**src/rtl/sw.vh**
```
// Shared signal-level constants for active-high control strobes.
`ifndef SW_VH
`define SW_VH
`define ASSERT 1'b1
`define NEGATE 1'b0
`endif

```
**src/rtl/bus_pkg.sv**
```systemverilog
// bus_pkg: shared constants for the bus_slave block.
//   - FSM state encoding (legacy localparam constants)
//   - register index constants and counter widths
//   - WAIT_CYC legal range limit
package bus_pkg;

  typedef logic [1:0] state_t;

  localparam state_t StIdle = 2'd0;
  localparam state_t StWait = 2'd1;
  localparam state_t StAck  = 2'd2;
  localparam state_t StHold = 2'd3;

  localparam logic [1:0] REG0     = 2'd0;
  localparam logic [1:0] REG1     = 2'd1;
  localparam logic [1:0] REG2     = 2'd2;
  localparam logic [1:0] REG_STAT = 2'd3;

  localparam int unsigned WaitCycMax = 15;
  localparam int unsigned WaitCntW   = 4;
  localparam int unsigned WrCntW     = 8;

  // True for the read/write data registers; the status register is read-only.
  function automatic logic is_rw_reg(logic [1:0] idx);
    return idx != REG_STAT;
  endfunction

endpackage

```
**src/rtl/bus_slave_regs.sv**
```systemverilog
// bus_slave_regs: register file behind bus_slave.
//   Three DATA_W-wide read/write registers plus a read-only status register
//   whose low byte counts committed writes (wraps 255 -> 0).
// Ports:
//   clk_i    system clock
//   rst_ni   synchronous active-low reset
//   we_i     write commit strobe (one cycle)
//   addr_i   register index
//   wdata_i  write data
//   rdata_o  combinational read data for addr_i
module bus_slave_regs
  import bus_pkg::*;
#(
  parameter int unsigned DATA_W = 32
) (
  input  logic              clk_i,
  input  logic              rst_ni,
  input  logic              we_i,
  input  logic [1:0]        addr_i,
  input  logic [DATA_W-1:0] wdata_i,
  output logic [DATA_W-1:0] rdata_o
);

  logic [DATA_W-1:0] reg0_q, reg0_d;
  logic [DATA_W-1:0] reg1_q, reg1_d;
  logic [DATA_W-1:0] reg2_q, reg2_d;
  logic [WrCntW-1:0] wr_cnt_q, wr_cnt_d;

  always_comb begin
    reg0_d   = reg0_q;
    reg1_d   = reg1_q;
    reg2_d   = reg2_q;
    wr_cnt_d = wr_cnt_q;
    // Writes to the status register are accepted on the bus but dropped here.
    if (we_i && is_rw_reg(addr_i)) begin
      wr_cnt_d = wr_cnt_q + 1'b1;
      unique case (addr_i)
        REG0:    reg0_d = wdata_i;
        REG1:    reg1_d = wdata_i;
        REG2:    reg2_d = wdata_i;
        default: ;
      endcase
    end
  end

  always_ff @(posedge clk_i) begin
    if (!rst_ni) begin
      reg0_q   <= '0;
      reg1_q   <= '0;
      reg2_q   <= '0;
      wr_cnt_q <= '0;
    end else begin
      reg0_q   <= reg0_d;
      reg1_q   <= reg1_d;
      reg2_q   <= reg2_d;
      wr_cnt_q <= wr_cnt_d;
    end
  end

  always_comb begin
    rdata_o = '0;
    unique case (addr_i)
      REG0:     rdata_o = reg0_q;
      REG1:     rdata_o = reg1_q;
      REG2:     rdata_o = reg2_q;
      REG_STAT: rdata_o[WrCntW-1:0] = wr_cnt_q;
      default:  rdata_o = '0;
    endcase
  end

endmodule

```
**src/rtl/bus_slave.sv**
```systemverilog
// bus_slave: simple strobe/ack bus slave with programmable wait states.
//   A request (cs & as in IDLE) latches addr/rw/wr_data, waits WAIT_CYC
//   cycles, then produces a one-cycle registered ack. Writes commit on the
//   edge leaving ACK. The master must drop as before another access starts.
// Ports:
//   clk      system clock (rising edge)
//   rst      synchronous active-low reset
//   cs       chip select, active-high
//   as       address strobe, active-high, held until ack is seen
//   rw       1 = read, 0 = write
//   addr     register index
//   wr_data  write data
//   rd_data  read data, non-zero only while ack is high
//   ack      one-cycle access-complete pulse
`include "sw.vh"

module bus_slave
  import bus_pkg::*;
#(
  parameter int unsigned DATA_W   = 32,
  parameter int unsigned WAIT_CYC = 2
) (
  input  logic              clk,
  input  logic              rst,
  input  logic              cs,
  input  logic              as,
  input  logic              rw,
  input  logic [1:0]        addr,
  input  logic [DATA_W-1:0] wr_data,
  output logic [DATA_W-1:0] rd_data,
  output logic              ack
);

  // Out-of-range settings saturate at the largest legal wait.
  localparam int unsigned WaitLoad = (WAIT_CYC > WaitCycMax) ? WaitCycMax : WAIT_CYC;

  state_t              state_q, state_d;
  logic [WaitCntW-1:0] cnt_q, cnt_d;
  logic [1:0]          addr_q, addr_d;
  logic                rw_q, rw_d;
  logic [DATA_W-1:0]   wdata_q, wdata_d;
  logic                ack_q, ack_d;
  logic [DATA_W-1:0]   rd_data_q, rd_data_d;

  logic                commit;
  logic [DATA_W-1:0]   reg_rdata;

  always_comb begin
    state_d = state_q;
    cnt_d   = cnt_q;
    addr_d  = addr_q;
    rw_d    = rw_q;
    wdata_d = wdata_q;
    unique case (state_q)
      StIdle: begin
        if (cs == `ASSERT && as == `ASSERT) begin
          addr_d  = addr;
          rw_d    = rw;
          wdata_d = wr_data;
          if (WaitLoad == 0) begin
            state_d = StAck;
          end else begin
            state_d = StWait;
            cnt_d   = WaitCntW'(WaitLoad - 1);
          end
        end
      end
      StWait: begin
        // A dropped strobe abandons the access before anything is committed.
        if (as == `NEGATE) begin
          state_d = StIdle;
          cnt_d   = '0;
        end else if (cnt_q == '0) begin
          state_d = StAck;
        end else begin
          cnt_d = cnt_q - 1'b1;
        end
      end
      StAck: begin
        state_d = StHold;
      end
      StHold: begin
        // Wait for the strobe to fall so a held request is not taken twice.
        if (as == `NEGATE) begin
          state_d = StIdle;
        end
      end
      default: begin
        state_d = StIdle;
      end
    endcase
  end

  assign commit = (state_q == StAck) && (rw_q == 1'b0);

  // ack and rd_data are registered: they are high in the cycle after ACK.
  always_comb begin
    ack_d     = `NEGATE;
    rd_data_d = '0;
    if (state_q == StAck) begin
      ack_d     = `ASSERT;
      rd_data_d = reg_rdata;
    end
  end

  always_ff @(posedge clk) begin
    if (!rst) begin
      state_q   <= StIdle;
      cnt_q     <= '0;
      addr_q    <= '0;
      rw_q      <= 1'b0;
      wdata_q   <= '0;
      ack_q     <= `NEGATE;
      rd_data_q <= '0;
    end else begin
      state_q   <= state_d;
      cnt_q     <= cnt_d;
      addr_q    <= addr_d;
      rw_q      <= rw_d;
      wdata_q   <= wdata_d;
      ack_q     <= ack_d;
      rd_data_q <= rd_data_d;
    end
  end

  bus_slave_regs #(
    .DATA_W (DATA_W)
  ) u_regs (
    .clk_i   (clk),
    .rst_ni  (rst),
    .we_i    (commit),
    .addr_i  (addr_q),
    .wdata_i (wdata_q),
    .rdata_o (reg_rdata)
  );

  assign ack     = ack_q;
  assign rd_data = rd_data_q;

endmodule

```
**config.mk**
```make
export PLATFORM = sky130hd
export DESIGN_NAME = bus_slave
export DESIGN_NICKNAME = d
export VERILOG_FILES = /design/src/rtl/bus_pkg.sv /design/src/rtl/bus_slave_regs.sv /design/src/rtl/bus_slave.sv
export VERILOG_INCLUDE_DIRS = /design/src /design/src/rtl
export SDC_FILE = /design/constraint.sdc
export NUM_CORES = 1
export LEC_CHECK = 0
export ABC_AREA = 0
export CORE_ASPECT_RATIO = 1.2
export CORE_MARGIN = 2
export CORE_UTILIZATION = 30
export CTS_BUF_LIST = sky130_fd_sc_hd__clkbuf_8
export DETAILED_ROUTE_END_ITERATION = 7
export DONT_BUFFER_PORTS = 1
export GPL_TIMING_DRIVEN = 0
export PLACE_DENSITY = 0.53
export SYNTH_ARGS = -nofsm -noshare
export SYNTH_HDL_FRONTEND = slang
export SYNTH_SLANG_ARGS = --single-unit
```
**constraint.sdc**
```tcl
create_clock -name clk -period 3 [get_ports clk]
set_input_delay 0.6 -clock clk [delete_from_list [all_inputs] [get_ports clk]]
set_output_delay 0.6 -clock clk [all_outputs]
set_load 0.02 [all_outputs]
```
# Word level (Yosys, flattened, before mapping)
# Index checks and enable logic that the tools add are counted.
[word_totals]
output_inout_bits = 33
wordCells = 51
regBits = 178
input_bits = 39
[op_classes]
n_reduce_logical = 14
n_mux = 12
bitwise_logic = 1
n_eq_ne = 11
addsub = 2
[ops]
columns = ["cell", "count"]
rows = [
  ["one-hot mux 24 bit (3 select lines)", 1],
  ["one-hot mux 8 bit (4 select lines)", 1],
  ["two-way mux 4 bit", 3],
  ["AND reduction 2 bit", 5],
  ["adder 8 x 1 -> 8 bit (second input constant)", 1],
  ["== test 2 bit (second input constant)", 4],
  ["two-way mux 2 bit", 4],
  ["one-hot mux 2 bit (4 select lines)", 1],
  ["one-hot mux 4 bit (2 select lines)", 1],
  ["!= test 2 bit (second input constant)", 3],
  ["!= test 3 bit (second input constant)", 2],
  ["AND reduction 3 bit", 2],
  ["== test 2 x 1 -> 1 bit (second input constant)", 2],
  ["zero test 2 bit", 2],
  ["zero test 4 bit", 1],
  ["subtractor 4 x 1 -> 4 bit (second input constant)", 1],
  ["logical AND 1 bit", 3],
  ["nonzero test 2 bit", 1],
  ["two-way mux 1 bit", 1],
  ["inverter 1 bit", 1],
]

# Longest topological paths before layout
# Gate-level depths: netlist (run 1).
[depth]
ltp_word = 4
ltp_mapped = 7
mapped_depth_nobuf = 6

# By module
# A second synthesis (run 1) with hierarchy kept.
[unflattened]
cells_unflattened = 821
hier_area_um2 = 6836.6
[modules_own_cells]
columns = ["mod", "seq_area_each_um2", "cells_per_inst", "area_per_inst_um2", "n_inst"]
rows = [
  ["bus_slave_regs", 2082.0, 556, 4380.5, 1],
  ["bus_slave", 1481.4, 265, 2456.1, 1],
]

# Worst setup path after synthesis (run 1)
# Ideal clock, no wire load.
[synth_path]
path_type = "flip-flop to flip-flop"
start = "reg cnt_q[0]"
end = "reg cnt_q[0]"
period_less_slack_ps = 1474
slack_ps = 1526
required_time_ps = 2884
stages_incl_launch_ff = 7
arrival_ps = 1358
setup_ps = 116
n_path_buf = 0
cell_sequence = "dfxtp_1 -> inv_1 -> ha_1 -> or3b_2 -> nor2_1 -> o21ai_0 -> and3b_1"
[synth_between]
elab_chain_cells = 4
word_cells_on_any_way = 7
classes_between = "add/sub: 1; eq/ne: 1; mux: 3; reduce/logical: 2"
[synth_rtl]
columns = ["element", "line_no", "rtl"]
rows = [
  ["start, declared", "bus_slave.sv:38", "logic [WaitCntW-1:0] cnt_q, cnt_d;"],
  ["start signal, assigned", "bus_slave.sv:117", "cnt_q <= cnt_d;"],
  ["subtractor 4 x 1 -> 4 bit", "bus_slave.sv:76", "cnt_d = cnt_q - 1'b1;"],
  ["two-way mux 4 bit", "bus_slave.sv:73", "end else if (cnt_q == '0) begin"],
  ["two-way mux 4 bit", "bus_slave.sv:70", "if (as == `NEGATE) begin"],
  ["one-hot mux 4 bit (2 select lines)", "bus_slave.sv:54", "unique case (state_q)"],
]
# Parallel ways exist; a longest one is shown, timed or not. The select of a mux whose other input is x is not followed.
# A chain may end at the register's enable or synchronous reset.

# Worst setup path in the final report (run 1)
[layout_path]
start = "reg addr_q[0]"
end = "reg rd_data_q[11] (netlist: rd_data[11])"
[layout_between]
elab_chain_cells = 2
word_cells_on_any_way = 4
classes_between = "eq/ne: 2; mux: 1; reduce/logical: 1"
[layout_rtl]
columns = ["element", "line_no", "rtl"]
rows = [
  ["start, declared", "bus_slave.sv:39", "logic [1:0] addr_q, addr_d;"],
  ["start signal, assigned", "bus_slave.sv:118", "addr_q <= addr_d;"],
  ["== test 2 bit, or another cell as far along", "bus_slave_regs.sv:62", "unique case (addr_i)"],
  ["one-hot mux 24 bit (3 select lines) *", "bus_slave_regs.sv:62", ""],
  ["end signal, assigned", "bus_slave.sv:122", "rd_data_q <= rd_data_d;"],
  ["end, declared", "bus_slave.sv:43", "logic [DATA_W-1:0] rd_data_q, rd_data_d;"],
]
# Mark *: on every way between the ends. The rest lies on a longest branch, timed or not.

==> qor.csv, run 1 <==
stage,metric,value,unit
drt,number of remaining DRC errors,0,
drt,Wirelength per Cell,16.1,microns
power,P_sw,0.00130,W
power,Switching Share,28.1,%
logic_synthesis,#FFs+latches synth,178,
sta,Final setup viols,0,
grt,met3 GRT Util,3.24,%
power,maximum vdd drop,0.000288,V
power,LEAKAGE,2.66,nW
cells_and_area,layout cells sized above 1,11.8,%
power,Pint,0.00334,W
grt,vias in the first global route,5252,
sta,Max Clock Freq,487,MHz
sta,Final Hold Fails,0,
floorplan,die area,25500,sq um
cells_and_area,Final Instance Area,8100,sq um
clock_tree,root buffer cell,clkbuf_8,
drt,routed via count,5419,
logic_synthesis,Syn Std Cell Area,7280,sq um
floorplan,Ports,72,
clock_tree,clock latency on the worst-skew pair,0.48,ns
critical_path,Critical Path Source Type,flip-flop,
power,sequential share of power,53.2,%
floorplan,Initial Util,30.5,%
clock_tree,clock sink count,178,
place,placed cell area,7680,sq um
clock_tree,Clock Path Buffers,2,
cells_and_area,final net count,882,
floorplan,core area,23900,sq um
grt,total track usage,15.2,%
logic_synthesis,Post-synth EDFFs,0,
logic_synthesis,instance count of the mapped netlist,821,
logic_synthesis,"top cells by count, synth","nand2_1, dfxtp_1, a21boi_1",
sta,RSZ-0062 raised after global routing,no,
place,PortBufs,0,
grt,initial antenna violation count,0,
power,power density over the cells,573,nW/um^2
run_status,status,"complete, no violations",
cells_and_area,Layout area overhead,11.2,%
sta,Worst slew margin,42.8,%
critical_path,WS Path Type,flip-flop to flip-flop,
clock_tree,CTS tree,built,
floorplan,Die Y,175,microns
sta,final-report max-slew violation count,0,
grt,first-pass GRT wire length,29900,microns
logic_synthesis,Async SR Flop Fraction,0,%
logic_synthesis,ys flop type,dfxtp_1,
clock_tree,hold buffers post-CTS,0,
drt,final WL,18900,microns
logic_synthesis,Synth Area per Inst,8.87,sq um
hold_path,Worst Hold Class,input pin to flip-flop,
clock_tree,Setup Buffers After CTS,0,
critical_path,CP required,3.38,ns
logic_synthesis,post-synth top area cell,dfxtp_1,
sta,Tcrit/Tclk final,68.4,%
sta,minimum clock period,2.05,ns
power,Comb pwr share,8.8,%
logic_synthesis,Synth top area share,48.9,%
power,Clk pwr share,38.0,%
place,DP Wirelength,13000,microns
grt,grt met1 use,18.9,%
logic_synthesis,"Seq/Total Area, Yosys",48.9,%
logic_synthesis,warnings from Yosys,0,
sta,Clock Skews,0.0120,ns
critical_path,Crit Path Max Fanout,10,
drt,Routed Antenna Nets,0,
sta,Slew @ Worst Pin,0.853,ns
place,routability cong.,0.776,
logic_synthesis,synth unique cells,37,
clock_tree,Clock transition at path regs,0.11,ns
drt,drt pass-1 iters,4,
logic_synthesis,top-count cell post-synth,nand2_1,
critical_path,Worst EP arrival,2.43,ns
grt,largest net degree at the start of global routing,19,
flow_run,Max Cap Violations,0,
logic_synthesis,largest cells by area after synthesis,"dfxtp_1, nand2_1, a21boi_1, a21boi_0, a21boi_2",
floorplan,Row Count,62,
clock_tree,CTS Buf Count,17,
grt,busiest grt layer,met2,
drt,Iter 0 DRT Violations,300,
critical_path,Crit. End Element,flip-flop,
logic_synthesis,Mapped Nets,863,
grt,GRT overflow,0,
drt,Vias/cell,4.62,
grt,met2 usage,26.3,%
clock_tree,post_cts resized,0,
clock_tree,htree depth,4,
cells_and_area,diode count,0,
floorplan,die span in x,146,microns
sta,Fin Setup TNS,0,ns
## cell usage in the layout (no fill, tap or decap), drive strengths merged
| master | count |
|---|---|
| a21boi | 135 |
| nand2 | 270 |
| nand4 | 2 |
| and3 | 1 |
| buf | 27 |
| clkinv | 4 |
| o22a | 1 |
| mux2i | 24 |
| and2 | 6 |
| clkbuf | 48 |
| a21o | 1 |
| bufinv | 2 |
| mux4 | 8 |
| o21ai | 5 |
| o31ai | 2 |
| o211ai | 2 |
| xnor2 | 5 |
| nand2b | 5 |
| nor4b | 1 |
| inv | 13 |
| a21oi | 26 |
| dfxtp | 178 |
| ha | 3 |
| nand3b | 1 |
| or3b | 1 |
| nor3 | 2 |
| a211oi | 1 |
| and3b | 3 |
| nor3b | 1 |
| nand4b | 2 |
| nand3 | 9 |
| nor2 | 52 |
| nor2b | 12 |
## cell type report
| type | count | area, sq um |
|---|---|---|
| flip-flops and latches | 178 | 3560 |
| clock inverters | 15 | 184 |
| inverters | 4 | 15.0 |
| clock buffers | 17 | 234 |
| multi-input cells | 581 | 3370 |
| well taps | 320 | 400 |
| fillers | 2566 | 15800 |
| plain buffers | 58 | 332 |
## metrics by stage
step / instances / util, % / setup slack [ns] / hold slack (ns) / power, W
floorplan: 821 / - / 1.53 / 0.432 / 0.00279
finish: 1173 / 33.9 / 0.947 / 0.248 / 0.00464
detailed placement: 1141 / 32.1 / 0.815 / 0.445 / 0.00294
global route: 1173 / 33.9 / 0.834 / 0.215 / 0.00483
CTS: 1173 / 33.9 / 0.987 / 0.206 / 0.00470
global placement: 1141 / 32.1 / 0.876 / 0.440 / 0.00293
## registers in the layout, summed over array words and instances, names as in the netlist, 2 cells and up, named ones only
name / flops
addr_q: 2
cnt_q: 4
rd_data: 32
u_regs.reg0_q: 32
u_regs.reg1_q: 32
u_regs.reg2_q: 32
u_regs.wr_cnt_q: 8
wdata_q: 32
## path summary, 6_finish.rpt
path / start / endpoint / depth (start not counted) / slack (ns)
min: wr_data[7] / wdata_q[7]$_SDFFE_PN0P_ / 2 / 0.25
min reg2reg: u_regs.reg1_q[25]$_SDFFE_PN0P_ / u_regs.reg1_q[25]$_SDFFE_PN0P_ / 2 / 0.46
max: addr_q[0]$_SDFFE_PN0P_ / rd_data[11]$_SDFF_PN0_ / 5 / 0.95
max reg2reg: addr_q[0]$_SDFFE_PN0P_ / rd_data[11]$_SDFF_PN0_ / 5 / 0.95
## power groups by stage
stage,registers (W),clock network (W),logic (W)
floorplan,0.00250,0,0.000292
global placement,0.00252,0,0.000414
detailed placement,0.00252,0,0.000416
CTS,0.00247,0.00182,0.000418
global route,0.00247,0.00190,0.000455
finish,0.00247,0.00176,0.000410
## worst max-delay path, stage by stage (launching register included)
cell,delay (ns)
dfxtp_1,0.49
buf_2,0.32
nor2b_1,0.48
buf_2,0.36
a21oi_1,0.11
nor2_1,0.21
## routing by layer
layer / up-vias / share of wire (%)
met1: 2578 / 45
met5: - / 0
li1: 2734 / -
met2: 87 / 49
met3: 20 / 4.1
met4: 0 / 1.4
## kinds of logic (layout without fill, tap and decap cells)
logic type | count (synthesis) | in the layout | synth area share, %
AOI/OAI and AO/OA | 173 | 173 | 18.3
xor gates and xnor gates | 5 | 5 | 0.601
adders and majority gates | 3 | 3 | 0.516
buffers and inverters | 62 | 94 | 4.76
DFF | 178 | 178 | 48.9
muxes | 32 | 32 | 5.77
and+or+nand+nor | 368 | 368 | 21.1
No activity file was read; power rests on OpenSTA's default activity.
==> inputs of run 2 (changes only) <==
clock period = 2 ns   (was 3 ns; I/O delays follow)
==> qor.csv, run 2 (synthesized netlist as in run 1, its figures left out) <==
stage,metric,value,unit
critical_path,worst-path cell chain,clkbuf_4 > nor2b_2 > buf_2 > a21oi_1 > nor2_1,
sta,Max Clock Freq,538,MHz
place,DP Wirelength,13000,microns
critical_path,Worst path slowest cell,dfxtp_1,
critical_path,Crit. End Element,flip-flop,
drt,Vias/cell,4.65,
floorplan,Initial Util,30.5,%
critical_path,Crit Path Max Fanout,10,
floorplan,Die Y,175,microns
place,Post-Place Cells,1141,
place,pre-CTS setup slack,0.0113,ns
clock_tree,clock latency on the worst-skew pair,0.48,ns
flow_run,Max Cap Violations,0,
sta,Slew @ Worst Pin,0.714,ns
cells_and_area,Reg area,3560,sq um
sta,Final Hold Fails,0,
critical_path,CP required,2.38,ns
hold_path,Worst Hold End,wdata_q[7]$_SDFFE_PN0P_,
drt,Iter 0 DRT Violations,302,
floorplan,core area,23900,sq um
grt,GRT overflow,0,
sta,final setup margin,0.140,ns
hold_path,hold path startpoint,wr_data[7],
drt,Wirelength per Cell,16.1,microns
critical_path,Worst Reg-to-Reg Cells,5,
sta,minimum clock period,1.86,ns
clock_tree,htree depth,4,
sta,Tcrit/Tclk final,93.0,%
critical_path,WS Path Type,flip-flop to flip-flop,
critical_path,Worst EP arrival,2.24,ns
drt,drt pass-1 iters,5,
cells_and_area,Layout area overhead,11.4,%
run_status,status,"complete, no violations",
place,routability cong.,0.776,
cells_and_area,final net count,882,
drt,number of remaining DRC errors,0,
place,PortBufs,0,
drt,final WL,18900,microns
sta,final-report max-slew violation count,0,
power,maximum vdd drop,0.000430,V
sta,RSZ-0062 raised after global routing,no,
cells_and_area,post-layout util,33.9,%
cells_and_area,Fillers,2564,
clock_tree,hold buffers post-CTS,0,
clock_tree,CTS tree,built,
grt,first-pass GRT wire length,29900,microns
critical_path,terminus of the critical flop-to-flop path,rd_data[11]$_SDFF_PN0_,
hold_path,cell depth of the worst hold path,2,
clock_tree,Clock Path Buffers,2,
cells_and_area,Non-Filler Instances,1173,
critical_path,"setup slack, reg-to-reg",0.14,ns
clock_tree,Clock transition at path regs,0.11,ns
grt,total track usage,15.2,%
power,power density over the cells,859,nW/um^2
grt,vias in the first global route,5252,
floorplan,die area,25500,sq um
clock_tree,post_cts resized,2,
sta,Final setup viols,0,
drt,Routed Antenna Nets,0,
hold_path,Worst Hold Class,input pin to flip-flop,
floorplan,Ports,72,
clock_tree,Setup Buffers After CTS,0,
sta,Clock Skews,0.0116,ns
drt,routed via count,5449,
critical_path,Critical Path Source Type,flip-flop,
critical_path,worst stage delay on the critical path,0.49,ns
cells_and_area,most frequent cells in the layout,"nand2_1, dfxtp_1, a21boi_1, nor2_1, a21boi_0",
grt,initial antenna violation count,0,
clock_tree,root buffer cell,clkbuf_8,
sta,Worst slew margin,52.4,%
cells_and_area,diode count,0,
sta,Fin Setup TNS,0,ns
floorplan,die span in x,146,microns
clock_tree,clock sink count,178,
cells_and_area,"most common cell after layout, fill and taps aside",nand2_1,
floorplan,Row Count,62,
clock_tree,CTS Buf Count,17,
cells_and_area,multi-input combinational cell area,3380,sq um
sta,Fin Hold WS,0.0462,ns
grt,largest net degree at the start of global routing,19,
power,LEAKAGE,2.66,nW
critical_path,worst r2r src,addr_q[0]$_SDFFE_PN0P_,
cells_and_area,layout cells sized above 1,12.0,%
[run 2: cell count changes in the layout (fill, tap and decap cells not counted)]
cell	before	now
clkbuf_4	0	1
nor3_2	1	0
nor3_4	0	1
buf_2	13	12
nor2b_2	0	1
nor2b_1	12	11
[run 2: worst max-delay path: cells and delay by family (launching register included)]
| kind | cells | cell delay, ns |
|---|---|---|
| buf+inv | 2 | 0.62 |
| flops | 1 | 0.49 |
| compound gates | 1 | 0.11 |
| simple gates | 2 | 0.54 |
[run 2: worst max-delay path by stage]
stage | from | endpoint | slack [ns] | depth (start not counted)
2_1_floorplan | cnt_q[0]$_SDFFE_PN0P_ | cnt_q[0]$_SDFFE_PN0P_ | 0.53 | 6
3_3_place_gp | addr_q[0]$_SDFFE_PN0P_ | rd_data[11]$_SDFF_PN0_ | 0.02 | 5
3_5_place_dp | state_q[0]$_SDFFE_PN0P_ | wdata_q[11]$_SDFFE_PN0P_ | 0.01 | 5
4_1_cts | addr_q[1]$_SDFFE_PN0P_ | u_regs.reg2_q[10]$_SDFFE_PN0P_ | 0.13 | 5
5_1_grt | flip-flop | u_regs.reg2_q[10]$_SDFFE_PN0P_ | 0.02 | 6
6_report | addr_q[0]$_SDFFE_PN0P_ | rd_data[11]$_SDFF_PN0_ | 0.14 | 5
[run 2: layout make-up]
class	instances	area share (%)
buffer	58	4.12
clock buffer	17	2.88
clock inverter	15	2.27
inverter	4	0.185
multi-input combinational	581	41.7
sequential	178	43.9
tap	320	4.94
[run 2: where the power goes]
group	switching, W	internal (W)
sequential	0.0000799	0.00362
combinational	0.000402	0.000218
clock	0.00148	0.00117
total	0.00196	0.00501
[run 2: stage by stage]
stage	total power (W)	area, sq um
after floorplan	0.00419	7280
after global placement	0.00440	7680
after detailed placement	0.00440	7680
after CTS	0.00706	8110
after global routing	0.00725	8110
final	0.00696	8110
[run 2: per-layer routing]
layer	track usage, %	up-vias	share of wire [%]
met2	26.3	93	50
met3	3.24	17	3.8
met5	0	-	0
li1	-	2735	-
met1	18.9	2604	45
met4	4.85	0	1.4
==> inputs of run 3 (changes only) <==
CELL_PAD_IN_SITES_DETAIL_PLACEMENT = 0   (was not set)
CELL_PAD_IN_SITES_GLOBAL_PLACEMENT = 1   (was not set)
PLACE_DENSITY = 0.62   (was 0.53)
==> qor.csv, run 3 (synthesized netlist as in run 1, its figures left out) <==
stage,metric,value,unit
place,routability cong.,0.756,
sta,Final setup viols,0,
place,DP Wirelength,13500,microns
cells_and_area,diode count,0,
critical_path,Worst Reg-to-Reg Cells,6,
drt,routed via count,5390,
clock_tree,CTS Buf Count,17,
drt,Vias/cell,4.60,
cells_and_area,Non-Filler Instances,1173,
power,maximum vdd drop,0.000376,V
clock_tree,CTS tree,built,
floorplan,die span in x,146,microns
cells_and_area,"most common cell after layout, fill and taps aside",nand2_1,
hold_path,Worst Hold End,wdata_q[7]$_SDFFE_PN0P_,
sta,Fin Hold WS,0.0564,ns
critical_path,Crit Path Max Fanout,10,
clock_tree,htree depth,4,
hold_path,Worst Hold Class,input pin to flip-flop,
drt,Wirelength per Cell,16.6,microns
sta,Max Clock Freq,535,MHz
grt,vias in the first global route,5356,
sta,Fin Setup TNS,0,ns
critical_path,WS Path Type,flip-flop to flip-flop,
sta,minimum clock period,1.87,ns
power,Comb pwr share,8.6,%
power,Pint,0.00536,W
grt,first-pass GRT wire length,30600,microns
floorplan,Die Y,175,microns
power,power density over the cells,892,nW/um^2
power,P_sw,0.00193,W
drt,Routed Antenna Nets,0,
place,Post-Place Cells,1141,
power,LEAKAGE,2.68,nW
run_status,status,"complete, no violations",
cells_and_area,Final Instance Area,8180,sq um
power,Switching Share,26.4,%
grt,largest net degree at the start of global routing,18,
critical_path,Crit. End Element,flip-flop,
hold_path,hold path startpoint,wr_data[7],
power,sequential share of power,50.7,%
cells_and_area,Layout area overhead,12.3,%
clock_tree,clock sink count,178,
clock_tree,Setup Buffers After CTS,0,
place,PortBufs,0,
critical_path,worst r2r src,addr_q[0]$_SDFFE_PN0P_,
power,Clk pwr share,40.7,%
clock_tree,root buffer cell,clkbuf_8,
cells_and_area,final net count,882,
critical_path,Critical Path Source Type,flip-flop,
drt,final WL,19500,microns
clock_tree,Clock transition at path regs,0.11,ns
sta,Worst slew margin,55.1,%
floorplan,Ports,72,
sta,Tcrit/Tclk final,93.4,%
sta,Final Hold Fails,0,
clock_tree,clock latency on the worst-skew pair,0.47,ns
critical_path,"setup slack, reg-to-reg",0.13,ns
flow_run,Max Cap Violations,0,
grt,initial antenna violation count,0,
clock_tree,hold buffers post-CTS,0,
sta,RSZ-0062 raised after global routing,no,
sta,final-report max-slew violation count,0,
place,placed cell area,7680,sq um
cells_and_area,layout cells sized above 1,11.8,%
floorplan,Row Count,62,
grt,GRT overflow,0,
drt,number of remaining DRC errors,0,
drt,Iter 0 DRT Violations,205,
critical_path,CP required,2.34,ns
grt,total track usage,15.6,%
sta,Slew @ Worst Pin,0.673,ns
clock_tree,Clock Path Buffers,2,
cells_and_area,post-layout util,34.2,%
drt,drt pass-1 iters,6,
floorplan,die area,25500,sq um
floorplan,core area,23900,sq um
critical_path,terminus of the critical flop-to-flop path,rd_data[12]$_SDFF_PN0_,
cells_and_area,most frequent cells in the layout,"nand2_1, dfxtp_1, a21boi_1, nor2_1, a21boi_0",
floorplan,Initial Util,30.5,%
critical_path,Worst EP arrival,2.21,ns
hold_path,cell depth of the worst hold path,2,
sta,Clock Skews,0.0188,ns
## run 3: cell count changes in the layout (fill, tap and decap cells not counted), sizes merged
| cell | previous run | this run |
|---|---|---|
| inv | 13 | 9 |
| clkinvlp | 0 | 1 |
| bufinv | 2 | 5 |
## run 3: through the flow
stage / worst slack (ns) / total power, W
global route: 0.00552 / 0.00758
CTS: 0.0227 / 0.00739
global placement: 0.0238 / 0.00442
floorplan: 0.526 / 0.00419
detailed placement: 0.0344 / 0.00442
finish: 0.131 / 0.00729
## run 3: area by class of cell
cell class,count,area (sq um)
plain buffers,58,334
clock buffers,17,234
clock inverters,15,249
fillers,2595,15700
inverters,4,15.0
multi-input cells,581,3380
flip-flops and latches,178,3560
well taps,320,400
## run 3: critical path, cell delays in order (launching register included)
cell and delay [ns]:
dfxtp_1 0.47, buf_2 0.34, buf_2 0.32, buf_2 0.30, nor2_1 0.08, a21oi_1 0.17, nor2_1 0.06
## run 3: per-layer routing
metal  GRT usage, %  vias up  part of all wire (%)
met5              0        -                     0
met4           4.53        0                   1.4
met3           2.90       17                   3.2
met2           27.5       79                    49
met1           19.5     2565                    46
li1               -     2729                     -
## run 3: how the worst max path moves through the flow
stage / start / end / slack, ns / cells after the start
3_3_place_gp: addr_q[0]$_SDFFE_PN0P_ / rd_data[11]$_SDFF_PN0_ / 0.02 / 5
4_1_cts: addr_q[0]$_SDFFE_PN0P_ / rd_data[11]$_SDFF_PN0_ / 0.02 / 5
2_1_floorplan: cnt_q[0]$_SDFFE_PN0P_ / cnt_q[0]$_SDFFE_PN0P_ / 0.53 / 6
3_5_place_dp: addr_q[0]$_SDFFE_PN0P_ / rd_data[11]$_SDFF_PN0_ / 0.03 / 5
5_1_grt: addr_q[0]$_SDFFE_PN0P_ / rd_data[12]$_SDFF_PN0_ / 0.006 / 6
6_report: addr_q[0]$_SDFFE_PN0P_ / rd_data[12]$_SDFF_PN0_ / 0.13 / 6
## run 3: power groups by stage
| stage | combinational (W) | sequential (W) | clock, W |
|---|---|---|---|
| after detailed placement | 0.000636 | 0.00378 | 0 |
| after floorplan | 0.000438 | 0.00375 | 0 |
| final | 0.000626 | 0.00370 | 0.00297 |
| after global routing | 0.000699 | 0.00371 | 0.00317 |
| after global placement | 0.000634 | 0.00378 | 0 |
| after CTS | 0.000637 | 0.00370 | 0.00305 |
## run 3: timing repair
action / CTS / global route
hold endpoints to repair: 0 / 0
gates resized for setup: 0 / 3
endpoints found under the setup margin: 0 / 13
